## src/rtl/pipe_hazard_ctrl_pkg.sv

```systemverilog
// Shared definitions for the pipeline sequencing controller:
// FSM state encoding and default multi-cycle latency.
package pipe_ctrl_pkg;

  typedef enum logic [1:0] {
    RUN      = 2'd0,
    MC_WAIT  = 2'd1,
    MC_ISSUE = 2'd2
  } state_t;

  // Default number of stall cycles before a mult/div issues.
  localparam int MC_LAT_DEFAULT = 4;

  // The multi-cycle countdown must hold MC_LAT-1 for MC_LAT up to 15.
  localparam int MC_CNT_W = 4;

endpackage

```

## src/rtl/pipe_hazard_ctrl_if.sv

```systemverilog
// Signal bundle between the ID-stage hazard sources and the pipeline
// register enables driven by pipe_hazard_ctrl.
//
// Timing contract: there is no valid/ready pair on this bundle. Every
// input is a level sampled by the controller at posedge clk. Every output
// is a combinational level that settles before the negedge, where the
// PC, IF/ID and ID/EX registers sample it. The controller never applies
// back-pressure except through pc_write/if_id_write.
interface pipe_hazard_ctrl_if #(
  parameter int CNT_W = 16
);
  import pipe_ctrl_pkg::*;

  // ID / EX hazard sources
  logic [4:0]       id_rs;
  logic [4:0]       id_rt;
  logic             id_uses_rt;
  logic             ex_mem_read;
  logic [4:0]       ex_rt;
  logic             id_branch_taken;
  logic             id_mc_op;

  // Pipeline register controls
  logic             pc_write;
  logic             if_id_write;
  logic             if_id_flush;
  logic             id_ex_bubble;
  logic             mc_busy;
  logic [CNT_W-1:0] stall_count;

  // Current FSM state, for observation only
  state_t           dbg_state;

  // Pipeline side: drives the hazard sources, receives the controls.
  modport master (
    output id_rs, id_rt, id_uses_rt, ex_mem_read, ex_rt,
           id_branch_taken, id_mc_op,
    input  pc_write, if_id_write, if_id_flush, id_ex_bubble, mc_busy,
           stall_count, dbg_state
  );

  // Controller side.
  modport slave (
    input  id_rs, id_rt, id_uses_rt, ex_mem_read, ex_rt,
           id_branch_taken, id_mc_op,
    output pc_write, if_id_write, if_id_flush, id_ex_bubble, mc_busy,
           stall_count, dbg_state
  );

endinterface

```

## src/rtl/pipe_hazard_ctrl_load_use.sv

```systemverilog
// Load-use hazard detector: the load in EX writes a register that the
// instruction in ID reads. Register $zero is never a real dependency.
module load_use_detect
  import pipe_ctrl_pkg::*;
(
  input  logic [4:0] id_rs_i,
  input  logic [4:0] id_rt_i,
  input  logic       id_uses_rt_i,
  input  logic       ex_mem_read_i,
  input  logic [4:0] ex_rt_i,
  output logic       load_use_o
);

  // Match the load destination against the live source operands of ID.
  always_comb begin
    load_use_o = ex_mem_read_i && (ex_rt_i != 5'd0) &&
                 ((ex_rt_i == id_rs_i) || (id_uses_rt_i && (ex_rt_i == id_rt_i)));
  end

endmodule

```

## src/rtl/pipe_hazard_ctrl.sv

```systemverilog
// Pipeline sequencing controller for the 5-stage MIPS core. Decides each
// cycle whether PC and IF/ID advance, whether IF/ID is flushed and whether
// a bubble is injected into ID/EX. Priority: load-use > multi-cycle > branch.
module pipe_hazard_ctrl
  import pipe_ctrl_pkg::*;
#(
  parameter int MC_LAT = MC_LAT_DEFAULT,
  parameter int CNT_W  = 16
) (
  input  logic                clk,
  input  logic                rst,
  pipe_hazard_ctrl_if.slave   bus
);

  state_t              state_q, state_d;
  logic [MC_CNT_W-1:0] mc_cnt_q, mc_cnt_d;
  logic [CNT_W-1:0]    stall_cnt_q, stall_cnt_d;

  logic load_use;
  logic pc_write;
  logic if_id_write;
  logic if_id_flush;
  logic id_ex_bubble;
  logic mc_busy;

  load_use_detect u_load_use (
    .id_rs_i       (bus.id_rs),
    .id_rt_i       (bus.id_rt),
    .id_uses_rt_i  (bus.id_uses_rt),
    .ex_mem_read_i (bus.ex_mem_read),
    .ex_rt_i       (bus.ex_rt),
    .load_use_o    (load_use)
  );

  // State, countdown and stall counter registers; async clear on rst low.
  always_ff @(posedge clk or negedge rst) begin
    if (!rst) begin
      state_q     <= RUN;
      mc_cnt_q    <= '0;
      stall_cnt_q <= '0;
    end else begin
      state_q     <= state_d;
      mc_cnt_q    <= mc_cnt_d;
      stall_cnt_q <= stall_cnt_d;
    end
  end

  // Next state and output decode. Defaults are the stall/reset values, so
  // while rst is low the outputs sit at their reset levels combinationally.
  always_comb begin
    state_d      = state_q;
    mc_cnt_d     = mc_cnt_q;
    pc_write     = 1'b0;
    if_id_write  = 1'b0;
    if_id_flush  = 1'b0;
    id_ex_bubble = 1'b1;
    mc_busy      = 1'b0;

    if (rst) begin
      unique case (state_q)
        RUN: begin
          if (load_use) begin
            state_d = RUN;
          end else if (bus.id_mc_op) begin
            // The detection cycle itself is the first of MC_LAT stalls.
            mc_cnt_d = MC_CNT_W'(MC_LAT - 1);
            state_d  = (MC_LAT == 1) ? MC_ISSUE : MC_WAIT;
          end else begin
            pc_write     = 1'b1;
            if_id_write  = 1'b1;
            if_id_flush  = bus.id_branch_taken;
            id_ex_bubble = 1'b0;
          end
        end
        MC_WAIT: begin
          // Inputs are ignored: any load in EX has drained by now.
          mc_busy  = 1'b1;
          mc_cnt_d = mc_cnt_q - 1'b1;
          if (mc_cnt_q == MC_CNT_W'(1)) begin
            state_d = MC_ISSUE;
          end
        end
        MC_ISSUE: begin
          // id_mc_op is ignored here so the held op does not re-trigger.
          if (load_use) begin
            state_d = MC_ISSUE;
          end else begin
            pc_write     = 1'b1;
            if_id_write  = 1'b1;
            if_id_flush  = bus.id_branch_taken;
            id_ex_bubble = 1'b0;
            state_d      = RUN;
          end
        end
        default: begin
          state_d = RUN;
        end
      endcase
    end
  end

  // Saturating count of cycles in which the PC was held.
  always_comb begin
    stall_cnt_d = stall_cnt_q;
    if (!pc_write && (stall_cnt_q != {CNT_W{1'b1}})) begin
      stall_cnt_d = stall_cnt_q + 1'b1;
    end
  end

  // Drive the bundle outputs.
  always_comb begin
    bus.pc_write     = pc_write;
    bus.if_id_write  = if_id_write;
    bus.if_id_flush  = if_id_flush;
    bus.id_ex_bubble = id_ex_bubble;
    bus.mc_busy      = mc_busy;
    bus.stall_count  = stall_cnt_q;
    bus.dbg_state    = state_q;
  end

endmodule
```

## src/flat_wrapper.sv

```systemverilog
// flat-port wrapper written by rule: the top's interface ports become plain ports
module pipe_hazard_ctrl_flat import pipe_ctrl_pkg::*;
#(
  parameter int MC_LAT = MC_LAT_DEFAULT,
  parameter int CNT_W  = 16
)
  (clk, rst, bus_id_rs, bus_id_rt, bus_id_uses_rt, bus_ex_mem_read, bus_ex_rt, bus_id_branch_taken, bus_id_mc_op, bus_pc_write, bus_if_id_write, bus_if_id_flush, bus_id_ex_bubble, bus_mc_busy, bus_stall_count, bus_dbg_state);
  pipe_hazard_ctrl_if #(.CNT_W(CNT_W)) bus_i ();
  input  logic clk;
  input  logic rst;
  input wire logic [$bits(bus_i.id_rs)-1:0] bus_id_rs;
  input wire logic [$bits(bus_i.id_rt)-1:0] bus_id_rt;
  input wire logic [$bits(bus_i.id_uses_rt)-1:0] bus_id_uses_rt;
  input wire logic [$bits(bus_i.ex_mem_read)-1:0] bus_ex_mem_read;
  input wire logic [$bits(bus_i.ex_rt)-1:0] bus_ex_rt;
  input wire logic [$bits(bus_i.id_branch_taken)-1:0] bus_id_branch_taken;
  input wire logic [$bits(bus_i.id_mc_op)-1:0] bus_id_mc_op;
  output wire logic [$bits(bus_i.pc_write)-1:0] bus_pc_write;
  output wire logic [$bits(bus_i.if_id_write)-1:0] bus_if_id_write;
  output wire logic [$bits(bus_i.if_id_flush)-1:0] bus_if_id_flush;
  output wire logic [$bits(bus_i.id_ex_bubble)-1:0] bus_id_ex_bubble;
  output wire logic [$bits(bus_i.mc_busy)-1:0] bus_mc_busy;
  output wire logic [$bits(bus_i.stall_count)-1:0] bus_stall_count;
  output wire logic [$bits(bus_i.dbg_state)-1:0] bus_dbg_state;
  assign bus_i.id_rs = bus_id_rs;
  assign bus_i.id_rt = bus_id_rt;
  assign bus_i.id_uses_rt = bus_id_uses_rt;
  assign bus_i.ex_mem_read = bus_ex_mem_read;
  assign bus_i.ex_rt = bus_ex_rt;
  assign bus_i.id_branch_taken = bus_id_branch_taken;
  assign bus_i.id_mc_op = bus_id_mc_op;
  assign bus_pc_write = bus_i.pc_write;
  assign bus_if_id_write = bus_i.if_id_write;
  assign bus_if_id_flush = bus_i.if_id_flush;
  assign bus_id_ex_bubble = bus_i.id_ex_bubble;
  assign bus_mc_busy = bus_i.mc_busy;
  assign bus_stall_count = bus_i.stall_count;
  assign bus_dbg_state = bus_i.dbg_state;
  pipe_hazard_ctrl #(.MC_LAT(MC_LAT), .CNT_W(CNT_W)) u_core (.clk(clk), .rst(rst), .bus(bus_i));
endmodule
```

## config.mk

```make
export PLATFORM = sky130hd
export DESIGN_NAME = pipe_hazard_ctrl_flat
export DESIGN_NICKNAME = d
export VERILOG_FILES = /design/src/rtl/pipe_hazard_ctrl_pkg.sv /design/src/rtl/pipe_hazard_ctrl_if.sv /design/src/rtl/pipe_hazard_ctrl_load_use.sv /design/src/rtl/pipe_hazard_ctrl.sv /design/src/flat_wrapper.sv
export SDC_FILE = /design/constraint.sdc
export NUM_CORES = 1
export LEC_CHECK = 0
export BUFFER_PORTS_ARGS = -buffer_cell sky130_fd_sc_hd__buf_2
export CAP_MARGIN = 5
export CELL_PAD_IN_SITES_DETAIL_PLACEMENT = 0
export CELL_PAD_IN_SITES_GLOBAL_PLACEMENT = 1
export CORE_UTILIZATION = 37
export CTS_CLUSTER_DIAMETER = 40
export DETAILED_ROUTE_END_ITERATION = 10
export HOLD_SLACK_MARGIN = 0.03
export PLACE_DENSITY = 0.77
export SLEW_MARGIN = 20
export SYNTH_ARGS = -nofsm -noshare
export SYNTH_HDL_FRONTEND = slang
export SYNTH_SLANG_ARGS = --single-unit
```

## constraint.sdc

```tcl
create_clock -name clk -period 1.9 [get_ports clk]
set_clock_uncertainty 0.1 [all_clocks]
set_input_delay 0 -clock clk [delete_from_list [all_inputs] [get_ports clk]]
set_output_delay 0 -clock clk [all_outputs]
set_load 0.02 [all_outputs]
```

==> out/metrics.yaml <==
run_status: "finished clean"
timing_hold_violations_final: 0
drc: 0
post-route-util: 0.5308
clockBufferDepth: 2
reg2regPathDepth: 7
h-tree-depth: 1
grt_max_degree: 14
total_leakage_power_uw: 0.0008843
slew_headroom: 0.7910
syn-cell-area_mm2: 0.001346
seq_power_share: 0.367
drtIter0Drc: 29
r2r_start: "u_core.bus.stall_count[1]"
syn_to_final_growth_pct: 34.67
synth_seq_cells: 22
fmax_ghz: 0.5775
n_fill_cell: 321
cp-endpoint: "u_core.bus.stall_count[11]"
place_ws_ns: 0.09828
cp_data_required_time_ns: 2.05
syn_nets: 155
antenna_found_initial: 0
placementRows: 21
io_buffers: 43
die_h_um: 62.32
regArea_um2: 550.5
ys_seq_area_frac: 0.4089
startpoint_type: "flop"
min_period_ns: 1.732
grt_pass1_vias: 1201
period_share: 0.9114
drtAntennaViolNets: 0
route.met2.wl_um: 1536
crit_start: "u_core.bus.stall_count[1]"
clock_tree.root_cell: "clkbuf_4"
clock_sinks: 22
combPwrFrac: 0.451
placed_cell_area_mm2: 0.001699
power_density_mw_per_mm2: 1096
setup-tns-final_ns: 0
viasPerCell: 4.895
grt_setup_unrepaired: "no"
clkTransAtPathRegs_ns: 0.14
grt_overflow_total: 0
swShare: 0.3871
hp-class: "input port to async pin"
multi_input_area_um2: 742.0
crit_path_end_kind: "flop"
yosys_warnings: 0
syn_inst: 131
ff2ff_setup_slack_ns: 0.17
ir_drop_v: 0.0004945
postCtsSetupBuffers: 0
cts_tree: "yes"
stdcell_count: 238
maxSlewViolCount: 0
layout_setup_ws_ns: 0.1683
routed_wl_um: 2994
initial_core_util: 0.3941
async_reset_ff_frac: 1.000
met1_length_um: 1311
drive_gt1_frac: 0.4219
gp_congestion: 0.7740
place_hpwl_um: 2343
cap_violations: 0
worstSkewPairLatency_ns: 0.32
ioPinCount: 44
worstMarginPinSlew_ns: 0.3124
diodes: 0
core-area_mm2: 0.003416
grt_pass1_wl_um: 5250
p_clk_frac: 0.182
cp_data_arrival_time_ns: 1.88
synth-edff-count: 0
critPathMaxFanout: 6
dp.cells: 230
p_int_uw: 1218
path_class: "flop to flop"
wl_per_cell_um: 12.58
postLayoutCellArea_mm2: 0.001813
vias: 1165
numCtsBuffers: 3
dr.pass1.iters: 4
setup_viol: 0
r2r-end: "u_core.bus.stall_count[11]"
dieArea_mm2: 0.003884
fp.dieW_um: 62.32
ys_types: 32
highest_layer: "met4"
p_switching_uw: 769.2
wl_met3_um: 118
avgSynthCellArea_um2: 10.28
layout.nets: 217
ys.flop_type: "dfrtp_1"
grt_usage: 0.1684
==> sequential cells by signal, summed over array words and instances (netlist names) <==
name and count:
u_core.mc_cnt_q 4, u_core.bus.stall_count 16, u_core.bus.dbg_state 2
==> kinds of logic (layout without fill, tap and decap cells) <==
family | Yosys count | in the layout | share of synthesized area
flip-flops | 22 | 22 | 0.4089
adder cells (fa/ha/maj) | 3 | 3 | 0.02788
AO/OA/AOI/OAI | 19 | 19 | 0.1060
XOR/XNOR | 24 | 24 | 0.1561
buffers and inverters | 13 | 74 | 0.05297
AND/OR/NAND/NOR | 48 | 48 | 0.2324
multiplexers | 2 | 2 | 0.01580
==> final cells by class <==
class,count,share of cell area
inverters,9,0.01863
flip-flops and latches,22,0.3037
well taps,46,0.03175
multi-input cells,96,0.4092
clock buffers,3,0.01242
clock inverters,1,0.01656
repair buffers,61,0.2077
==> per-layer routing <==
metal / vias to the layer above / GRT usage
met5: - / 0
met4: 0 / 0.06977
met3: 2 / 0.02390
met2: 30 / 0.3049
met1: 555 / 0.1975
li1: 578 / -
==> cells in the final DEF, fill, tap and decap left out, types with 2 or more instances in the layout <==
cell type and n:
dlygate4sd3_1 4, xnor2_1 24, nor3_1 2, ha_1 3
nand3_2 7, nand3_1 4, o21ai_0 8, nand2_1 3
buf_4 12, buf_2 43, a21oi_1 2, clkbuf_4 3
dfrtp_1 22, inv_1 8, nor2_1 6, nand4_1 6
o21ai_4 2, and3_4 2, and3_1 11
==> cells in the mapped netlist (2+ instances only) <==
cell type,number,area share
o21ai_4,2,0.024
nor3_1,2,0.0074
and3_1,13,0.060
buf_4,2,0.011
nand2_1,3,0.0084
nand4_1,6,0.028
nand3_2,8,0.059
dfrtp_1,22,0.41
nand3_1,4,0.015
a21oi_1,2,0.0074
o21ai_0,8,0.030
nor2_1,6,0.017
inv_1,8,0.022
buf_6,2,0.017
ha_1,3,0.028
xnor2_1,24,0.16
==> power by group through the flow <==
stage	logic (µW)	registers (µW)	clock network, µW
2_1_floorplan	470	843	0
3_3_place_gp	860	732	0
3_5_place_dp	885	740	0
4_1_cts	899	729	378
5_1_grt	989	753	397
6_report	897	729	361
==> critical path: stages, from the launching register on <==
cell     delay (ns)
dfrtp_1        0.43
ha_1           0.20
and3_1         0.20
and3_4         0.20
nand3_4        0.09
buf_6          0.14
nand4_1        0.12
xnor2_1        0.19
==> through the flow <==
step	hold WS (ns)	total power [µW]
after CTS	0.06589	2006
after global placement	-0.2616	1592
after global routing	0.07721	2139
final	0.07608	1987
after detailed placement	-0.2572	1626
after floorplan	-0.3956	1313
==> how the worst min path moves through the flow <==
stage	startpoint	endpoint	slack, ns	depth (start not counted)
after floorplan	rst	u_core.bus.dbg_state[0]	-0.40	0
after global placement	rst	u_core.bus.stall_count[14]	-0.26	1
after detailed placement	rst	u_core.bus.stall_count[14]	-0.26	1
after CTS	rst	u_core.mc_cnt_q[3]	0.07	3
after global routing	rst	u_core.mc_cnt_q[3]	0.08	3
final	rst	u_core.mc_cnt_q[3]	0.08	3
==> repair_timing <==
action | CTS | global route
gates resized for setup | 0 | 4
hold endpoints to repair | 24 | 0
hold buffers | 4 | 0
endpoints found under the setup margin | 0 | 4
No activity file was read; power rests on OpenSTA's default activity.
